--- src/rtl/mxint8_pkg.sv ---
// Shared widths, encodings and FSM state type for the MXINT8 block decoder.
package mxint8_pkg;

  localparam int SCALE_WIDTH          = 8;
  localparam int MXINT8_ELEMENT_WIDTH = 8;
  localparam int FLOAT32_WIDTH        = 32;

  localparam logic [SCALE_WIDTH-1:0]   E8M0_BIAS = 8'd127;
  localparam logic [SCALE_WIDTH-1:0]   E8M0_NAN  = 8'hFF;
  localparam logic [FLOAT32_WIDTH-1:0] FP32_QNAN = 32'h7FC00000;

  typedef enum logic [0:0] {
    ST_IDLE = 1'b0,
    ST_EMIT = 1'b1
  } state_t;

endpackage

--- src/rtl/mxint8_elem_to_fp32.sv ---
// Combinational MXINT8 element + E8M0 scale to float32 converter.
// MXINT8_DEC_SUBNORM_EN: emit exact float32 subnormals instead of flushing to signed zero.
module mxint8_elem_to_fp32
  import mxint8_pkg::*;
(
  input  logic [MXINT8_ELEMENT_WIDTH-1:0] element,
  input  logic [SCALE_WIDTH-1:0]          scale,
  output logic [FLOAT32_WIDTH-1:0]        result
);

  logic              sign_s;
  logic [7:0]        mag_s;
  logic [2:0]        lead_s;
  logic signed [9:0] exp_s;
  logic [22:0]       norm_frac_s;
  logic [22:0]       sub_frac_s;

  // Magnitude, leading-one position and unbiased exponent arithmetic.
  always_comb begin
    sign_s = element[7];
    // 0 - 0x80 wraps to 0x80, which is exactly the magnitude 128
    if (sign_s) begin
      mag_s = 8'd0 - element;
    end else begin
      mag_s = element;
    end
    lead_s = 3'd0;
    for (int i = 0; i < 8; i++) begin
      if (mag_s[i]) begin
        lead_s = 3'(i);
      end else begin
        lead_s = lead_s;
      end
    end
    exp_s       = $signed({2'b00, scale}) + $signed({7'd0, lead_s}) - 10'sd6;
    norm_frac_s = {15'd0, mag_s} << (5'd23 - {2'b00, lead_s});
    sub_frac_s  = {15'd0, mag_s} << ({1'b0, scale[3:0]} + 5'd16);
  end

  // Select the special-case or normal/subnormal encoding.
  always_comb begin
    if (scale == E8M0_NAN) begin
      result = FP32_QNAN;
    end else if (element == 8'h00) begin
      result = 32'h0000_0000;
    end else if (exp_s >= 10'sd255) begin
      result = {sign_s, 8'hFF, 23'h0};
    end else if (exp_s >= 10'sd1) begin
      result = {sign_s, exp_s[7:0], norm_frac_s};
    end else begin
`ifdef MXINT8_DEC_SUBNORM_EN
      result = {sign_s, 8'h00, sub_frac_s};
`else
      result = {sign_s, 31'h0};
`endif
    end
  end

`ifndef MXINT8_DEC_SUBNORM_EN
  logic unused_sub_s;
  assign unused_sub_s = ^sub_frac_s;
`endif

endmodule

--- src/rtl/mxint8_block_decoder.sv ---
// Captures one MXINT8 block (E8M0 scale + BLOCK_SIZE int8) and streams it out
// as float32 elements, one per handshake, with zero-bubble block chaining.
module mxint8_block_decoder
  import mxint8_pkg::*;
#(
  parameter int BLOCK_SIZE = 32
) (
  input  logic                                                clk,
  input  logic                                                rst,
  input  logic [SCALE_WIDTH-1:0]                              i_scale,
  input  logic [BLOCK_SIZE-1:0][MXINT8_ELEMENT_WIDTH-1:0]     i_mxint8_elements,
  input  logic                                                i_valid,
  output logic                                                o_ready,
  output logic [FLOAT32_WIDTH-1:0]                            o_float32,
  output logic [$clog2(BLOCK_SIZE)-1:0]                       o_index,
  output logic                                                o_last,
  output logic                                                o_valid,
  input  logic                                                i_ready
);

  localparam int IDX_W = $clog2(BLOCK_SIZE);
  localparam logic [IDX_W-1:0] LAST_IDX = IDX_W'(BLOCK_SIZE - 1);

  state_t                                          state_r;
  state_t                                          state_nxt_s;
  logic [IDX_W-1:0]                                idx_r;
  logic [SCALE_WIDTH-1:0]                          scale_r;
  logic [BLOCK_SIZE-1:0][MXINT8_ELEMENT_WIDTH-1:0] elems_r;
  logic                                            at_last_s;
  logic                                            accept_s;
  logic                                            fire_s;
  logic [FLOAT32_WIDTH-1:0]                        conv_s;

  mxint8_elem_to_fp32 u_conv (
    .element (elems_r[idx_r]),
    .scale   (scale_r),
    .result  (conv_s)
  );

  // Handshake qualifiers shared by the FSM and datapath.
  always_comb begin
    at_last_s = (state_r == ST_EMIT) && (idx_r == LAST_IDX);
    accept_s  = i_valid && o_ready;
    fire_s    = o_valid && i_ready;
  end

  // State register.
  always_ff @(posedge clk or posedge rst) begin
    if (rst) begin
      state_r <= ST_IDLE;
    end else begin
      state_r <= state_nxt_s;
    end
  end

  // Next-state logic.
  always_comb begin
    state_nxt_s = state_r;
    case (state_r)
      ST_IDLE: begin
        if (accept_s) begin
          state_nxt_s = ST_EMIT;
        end else begin
          state_nxt_s = ST_IDLE;
        end
      end
      ST_EMIT: begin
        if (fire_s && at_last_s && !accept_s) begin
          state_nxt_s = ST_IDLE;
        end else begin
          state_nxt_s = ST_EMIT;
        end
      end
      default: state_nxt_s = ST_IDLE;
    endcase
  end

  // Block capture and element index counter.
  always_ff @(posedge clk or posedge rst) begin
    if (rst) begin
      idx_r   <= '0;
      scale_r <= 8'd0;
      elems_r <= '0;
    end else if (accept_s) begin
      idx_r   <= '0;
      scale_r <= i_scale;
      elems_r <= i_mxint8_elements;
    end else if (fire_s) begin
      idx_r <= at_last_s ? '0 : idx_r + 1'b1;
    end else begin
      idx_r <= idx_r;
    end
  end

  // Output decode; o_ready is the only output that sees i_ready.
  always_comb begin
    o_ready   = 1'b0;
    o_valid   = 1'b0;
    o_float32 = 32'h0000_0000;
    o_index   = '0;
    o_last    = 1'b0;
    case (state_r)
      ST_IDLE: begin
        o_ready = 1'b1;
      end
      ST_EMIT: begin
        o_ready   = at_last_s && i_ready;
        o_valid   = 1'b1;
        o_float32 = conv_s;
        o_index   = idx_r;
        o_last    = at_last_s;
      end
      default: begin
        o_ready = 1'b0;
      end
    endcase
  end

endmodule

--- config.mk ---
export PLATFORM = sky130hd
export DESIGN_NAME = mxint8_block_decoder
export DESIGN_NICKNAME = d
export VERILOG_FILES = /design/src/rtl/mxint8_pkg.sv /design/src/rtl/mxint8_elem_to_fp32.sv /design/src/rtl/mxint8_block_decoder.sv
export SDC_FILE = /design/constraint.sdc
export NUM_CORES = 1
export LEC_CHECK = 0
export ABC_AREA = 0
export BUFFER_PORTS_ARGS = -buffer_cell sky130_fd_sc_hd__buf_2
export CORE_MARGIN = 5
export CORE_UTILIZATION = 50
export DETAILED_ROUTE_END_ITERATION = 10
export GPL_ROUTABILITY_DRIVEN = 0
export GPL_TIMING_DRIVEN = 0
export PLACE_DENSITY = 0.76
export SLEW_MARGIN = 20
export SYNTH_ARGS = -nofsm -noshare
export SYNTH_HDL_FRONTEND = slang
export SYNTH_HIERARCHICAL = 1
export SYNTH_SLANG_ARGS = --single-unit
--- constraint.sdc ---
create_clock -name clk -period 9.2 [get_ports clk]
set_clock_uncertainty 0.05 [all_clocks]
set_input_delay 1.84 -clock clk [delete_from_list [all_inputs] [get_ports clk]]
set_output_delay 1.84 -clock clk [all_outputs]
set_load 0.005 [all_outputs]
Yosys cells after proc, flatten, opt, wreduce, memory -nomap -nowiden:

Index checks and enable logic that the tools add are counted.

* add/sub/neg operators: 5
* shifts and indexed selects: 1
* bitwise gates (word level): 1
* order comparisons: 3
* eq/ne operators: 2
* reduce and logical (&&, ||, !) cells: 9
* mux-type cells: 25

Operators with widths (number)
* 32-bit two-way mux: 3
* 31-bit two-way mux: 2
* 8-bit binary-select mux with 5-bit select: 1
* 8-bit by 5-bit left shift with 23-bit output: 1
* 5-bit two-way mux: 4
* 8-bit two-way mux: 2
* 3-bit two-way mux: 4
* 10-bit by 2-bit >= comparator with 1-bit output (second input constant): 1
* 10-bit by 9-bit >= comparator with 1-bit output (second input constant): 1
* 10-bit by 4-bit subtractor with 10-bit output (second input constant): 1
* 8-bit by 3-bit adder with 9-bit output: 1
* 8-bit equality test (second input constant): 1
* 8-bit logical NOT: 1
* 1-bit by 8-bit subtractor with 8-bit output (first input constant): 1
* 1-bit logical AND: 6
* 5-bit by 6-bit < comparator with 1-bit output (second input constant): 1
* 5-bit by 1-bit adder with 5-bit output (second input constant): 1
* 5-bit equality test (second input constant): 1
* 1-bit two-way mux: 5
* 5-bit by 3-bit subtractor with 5-bit output (first input constant): 1
* 2-bit two-way mux: 2
* 1-bit one-hot mux with 2 select lines: 2
* 2-bit nonzero test: 1
* 1-bit logical NOT: 1
* 1-bit inverter: 1

* logic and storage cells: 81
* flip-flop bits (word level): 270
* input port bits: 268

Longest topological paths before layout:

* word-level depth: 19
* gate-level depth with buffers: 27
* gate-level depth less buffers: 24

Hierarchy:

Netlist, hierarchy kept.

By module, submodules not included
* mxint8_block_decoder: times used 1, cells each 764, area an instance 12335.6 µm²
* mxint8_elem_to_fp32: times used 1, cells each 195, area an instance 1341.3 µm²

Worst setup path after synthesis:

OpenSTA, ideal clock, no wires.

* path type: reg-to-output
* start point: register idx_r[1]
* end point: output o_float32[17]
* setup slack: 1.099 ns
* arrival: 6.211 ns
* cell stages (with the launch flop): 28
* data required time: 7.310 ns
* cell sequence: dfrtp_1 buf_2 buf_2 clkbuf_1 mux4_2 mux4_2 nand2_1 nand2_1 inv_1 ha_1 or4b_4 o31a_1 o22ai_4 o21ai_2 clkinv_4 ha_1 inv_1 ha_1 inv_1 fa_1 nor2b_1 o21ai_1 a21oi_1 o211ai_1 a32o_1 or4b_4 a2111oi_0 and2_1

* cells in the longest elaborated chain, start to end: 19
* elaborated cells on any way between the ends: 23

RTL lines
* start: declaration: line mxint8_block_decoder.sv:26 `logic [IDX_W-1:0] idx_r;`
* start signal: assignment: line mxint8_block_decoder.sv:89 `idx_r <= at_last_s ? '0 : idx_r + 1'b1;`
* start signal: assignment: line mxint8_block_decoder.sv:91 `idx_r <= idx_r;`
* 8-bit binary-select mux with 5-bit select (*): line mxint8_block_decoder.sv:35 `.element (elems_r[idx_r]),`
* 8-bit two-way mux (implied by the code) (*): line mxint8_block_decoder.sv:35
* 1-bit by 8-bit subtractor with 8-bit output: line mxint8_elem_to_fp32.sv:23 `mag_s = 8'd0 - element;`
* 8-bit two-way mux: line mxint8_elem_to_fp32.sv:22 `if (sign_s) begin`
* 1-bit two-way mux: line mxint8_elem_to_fp32.sv:29 `if (mag_s[i]) begin`
* 2-bit two-way mux (2 in a row): line mxint8_elem_to_fp32.sv:29
* 3-bit two-way mux (4 in a row): line mxint8_elem_to_fp32.sv:29
* 8-bit by 3-bit adder with 9-bit output: line mxint8_elem_to_fp32.sv:35 `exp_s = $signed({2'b00, scale}) + $signed({7'd0, lead_s}) - 10'sd6;`
* 10-bit by 4-bit subtractor with 10-bit output: line mxint8_elem_to_fp32.sv:35
* 10-bit by 2-bit >= comparator with 1-bit output: line mxint8_elem_to_fp32.sv:48 `end else if (exp_s >= 10'sd1) begin`
* 31-bit two-way mux: line mxint8_elem_to_fp32.sv:48
* 31-bit two-way mux: line mxint8_elem_to_fp32.sv:46 `end else if (exp_s >= 10'sd255) begin`
* 32-bit two-way mux (*): line mxint8_elem_to_fp32.sv:44 `end else if (element == 8'h00) begin`
* 32-bit two-way mux (*): line mxint8_elem_to_fp32.sv:42 `if (scale == E8M0_NAN) begin`
* net conv_s[17]: line mxint8_block_decoder.sv:32 `logic [FLOAT32_WIDTH-1:0] conv_s;`
* 32-bit two-way mux (*): line mxint8_block_decoder.sv:102 `case (state_r)`
* end: declaration: line mxint8_block_decoder.sv:14 `output logic [FLOAT32_WIDTH-1:0] o_float32,`

Mark *: on every way through the listed nets, which the timed path passes. The rest lies on a longest branch. The select of a mux whose other input is x is not followed.

Worst setup path in the final report:

* start point: register idx_r[0]
* end point: output o_float32[17]

The elaborated chain is that of the path after synthesis.

==> impl_summary.log <==
INFO  metric grtUsageMet2 = ~42%
INFO  metric antenna_found_initial = 17
INFO  metric critical_path.startpoint_type = flop
INFO  metric post-route-min-period = 8.992 ns
INFO  metric p_sw = approximately 1.7 mW
INFO  metric synth_seq_cells = 270
INFO  metric detail_route.first_pass.iterations = 5
INFO  metric met1_usage = 31.86%
INFO  metric grt.total_usage = 24.59%
INFO  metric finalCritPeriodShare = a little over nine tenths
INFO  metric h-tree-depth = 1
INFO  metric worstPathMaxFanout = 9
INFO  metric die_x = 175.4 µm
INFO  metric slew_headroom = a little over two fifths
INFO  metric synth_seq_area_share = 49.40%
INFO  metric core_area = 26,950 µm²
INFO  metric worst_hold_path_type = reg -> reg
INFO  metric synthesis_to_layout_area_growth = 25.55%
INFO  metric top_level_ports = about 310
INFO  metric io_buffer_count = 290
INFO  metric fill_cells = around 2,000
INFO  metric pwr-share-comb = between 40% and 50%
INFO  metric synthDominantCellAreaShare = about half
INFO  metric clk_latency = between 0.5 and 0.6 ns
INFO  metric total_power_per_unit_cell_area = around 280 nW/µm²
INFO  metric routed_length_per_placed_instance = around 22 µm
INFO  metric hold_viol = 0
INFO  metric detailedRoute.firstIterationViolations = 577
INFO  metric peakVddDrop = approximately 0.00022 V
INFO  metric finish.instance_area = ~17,000 µm²
INFO  metric cellInternalPower = between 3 and 4 mW
INFO  metric detail-route-antenna-nets = 0
INFO  metric timing_worst_setup_path_type = reg -> out
INFO  metric hpwlAfterDp = around 30 mm
INFO  metric syn-instance-count = ~960
INFO  metric floorplan.die_area = ~31,000 µm²
INFO  metric worst_path_slowest_cell = mux4_2
INFO  metric switching_share = between 30% and 40%
INFO  metric yosysWarningCount = 6
INFO  metric slew_viol_final = 0
INFO  metric grt_start_max_net_pins = 34
INFO  metric fin_setup_tns = 0 ns
INFO  metric cts_buffers = 30
INFO  metric avgSynthCellArea = 14.26 µm²
INFO  metric setup.worst_path.end_class = output pin
INFO  metric clockPowerShare = 24.9%
INFO  metric final_setup_violation_count = 0
INFO  metric power.sequential.fraction = approximately 30%
INFO  metric synthDominantAreaCellType = dfrtp_1
INFO  metric ys_async_sr_fraction = 100.0%
INFO  metric vias_per_cell = 5.584
INFO  metric clk_pin_slew_worst_paths = 0.06 ns
INFO  metric fp-row-count = 60
INFO  metric yosys-top-cells-count = 270 x dfrtp_1, 265 x mux2_2, 80 x mux4_2
INFO  metric grt_pass1_wl = between 50 and 60 mm
INFO  metric grt_remaining_overflow = 0
INFO  metric utilization = between 60% and 70%
INFO  metric cts_tree = built
INFO  metric drt-total-wl = approximately 38 mm
INFO  metric required_time_worst_endpoint = roughly 7.3 ns
INFO  metric worst-slew-pin-transition = between 0.8 and 0.9 ns
INFO  metric worst-endpoint-arrival = 7.10 ns
INFO  metric design.final.nets = between 1,500 and 2,000
INFO  metric clock-sinks = 270
INFO  metric place_area = approximately 16,000 µm²
INFO  metric total_power = 4.823 mW
INFO  metric synth_most_common_cell = dfrtp_1
INFO  metric vias = between 9,000 and 10,000
INFO  metric outcome = complete, no violations
INFO  metric met3_usage = about 5.6%
INFO  metric via_count_of_the_first_global_routing_pass = 10,253
INFO  metric crit_path_max_incr_delay = around 0.54 ns
INFO  metric max_fclk = between 100 and 150 MHz
INFO  metric drv.max_cap_violation_count = 0
INFO  metric gr-max-usage-layer = met2
INFO  metric synthesis.area = between 10,000 and 15,000 µm²
INFO  metric ys_dominant_reg_cell = dfrtp_1
INFO  metric proportion_of_layout_cells_with_a_drive_suffix_above_1 = 59.43%
INFO  metric synth_edf_count = 0
INFO  metric lkg_pwr = just over 8 nW
INFO  metric netlist_top_cells_area = dfrtp_1 49%, mux2_2 22%, mux4_2 13%, and2_1 1.8%, ha_1 1.6%
INFO  metric clockRootBuffer = clkbuf_16
INFO  metric die_y = 175.4 µm
INFO  metric drcViolationCount = 0
INFO  metric synth.distinct_cells = 65
INFO  metric ctsLongestPathBuffers = 3
INFO  metric initial_utilization = 50.75%
==> power by group through the flow <==
stage / Combinational (mW) / Sequential [mW] / Clock [mW]
finish: 2.21 / 1.41 / 1.20
global route: 2.41 / 1.43 / 1.27
CTS: 2.07 / 1.41 / 1.22
detailed placement: 1.98 / 1.43 / 0
global placement: 1.93 / 1.43 / 0
floorplan: 1.44 / 1.40 / 0
==> critical path, delay by kind of cell (launching register included) <==
| family | cells | cell delay [ns] |
|---|---|---|
| adder cells (fa/ha/maj) | 4 | 0.99 |
| AND/OR/NAND/NOR | 6 | 1.57 |
| flip-flops | 1 | 0.40 |
| AO/OA/AOI/OAI | 8 | 1.64 |
| buffers and inverters | 8 | 0.83 |
| multiplexers | 2 | 1.07 |
==> final cells by class <==
class,count,area [µm²],area share (%)
multi-input combinational,604,6589,38.37
clock inverter,15,162.7,0.9472
buffer,77,536.8,3.126
timing repair buffer,310,1734,10.10
clock buffer,41,842.1,4.904
inverter,24,98.84,0.5756
antenna,10,25.02,0.1457
tap,341,426.7,2.485
sequential,270,6756,39.35
==> logic make-up after synthesis <==
group,synth area share (%)
multiplexers,35.36
flip-flops,49.40
XOR/XNOR,0.4483
other,0.02742
buffers and inverters,3.760
AND/OR/NAND/NOR,5.589
adder cells (fa/ha/maj),1.702
AO/OA/AOI/OAI,3.714
==> layout by cell type, fill, tap and decap left out, types with 3 or more instances in the layout <==
master	n
nand2b_1	8
a21oi_1	7
a31oi_1	5
clkinv_2	8
conb_1	17
clkinvlp_4	3
nand2_1	39
buf_6	3
mux2_2	265
a21o_1	3
nand2_2	4
nor2_1	16
diode_2	10
buf_12	10
nor3_1	3
nor3b_1	4
clkbuf_16	30
clkbuf_8	5
buf_2	314
nor2b_1	4
o21ai_0	14
nand4_1	5
clkbuf_1	25
nand3_1	3
inv_1	18
buf_4	28
a211oi_1	3
xnor2_1	3
mux4_2	80
dfrtp_1	270
buf_8	7
inv_2	3
and2_1	39
mux2i_1	5
ha_1	16
and3_1	3
==> flip-flops by register name, summed over array words and instances, names as in the netlist <==
signal   count
elems_r    256
scale_r      8
idx_r        5
state_r      1
==> final timing paths <==
path,from,endpoint,slack [ns],depth (start not counted)
worst min register to register,elems_r[215]$_DFFE_PP0P_,elems_r[215]$_DFFE_PP0P_,0.45,1
worst max-delay path,idx_r[0]$_DFFE_PP0P_,o_float32[17],0.21,28
worst max register to register,idx_r[2]$_DFFE_PP0P_,elems_r[182]$_DFFE_PP0P_,5.81,9
max in group asynchronous,rst,scale_r[5]$_DFFE_PP0P_,6.61,6
min in group asynchronous,rst,elems_r[250]$_DFFE_PP0P_,1.20,2
worst min-delay path,elems_r[215]$_DFFE_PP0P_,elems_r[215]$_DFFE_PP0P_,0.45,1
==> metal layers <==
| metal | share of wire [%] | vias to the layer above |
|---|---|---|
| li1 | - | 4249 |
| met1 | 41 | 4782 |
| met2 | 50 | 319 |
| met3 | 6.4 | 84 |
| met4 | 3.0 | 14 |
| met5 | 0.24 | - |
==> timing repair <==
item                       CTS  global route
buffers inserted             2             9
setup endpoints to repair   14            11
hold buffers                 0             0
resized for setup           34            38
pin swaps                    2             3
==> per-stage QoR <==
step,hold WS (ns),setup WS [ns],instances
CTS,0.4504,0.01157,1673
global route,0.4582,-0.03362,1691
floorplan,0.4239,1.099,975
finish,0.4502,0.2083,1692
global placement,0.4316,-0.3036,1606
detailed placement,0.4368,-0.4041,1615
Power figures use the tool's default switching activity.
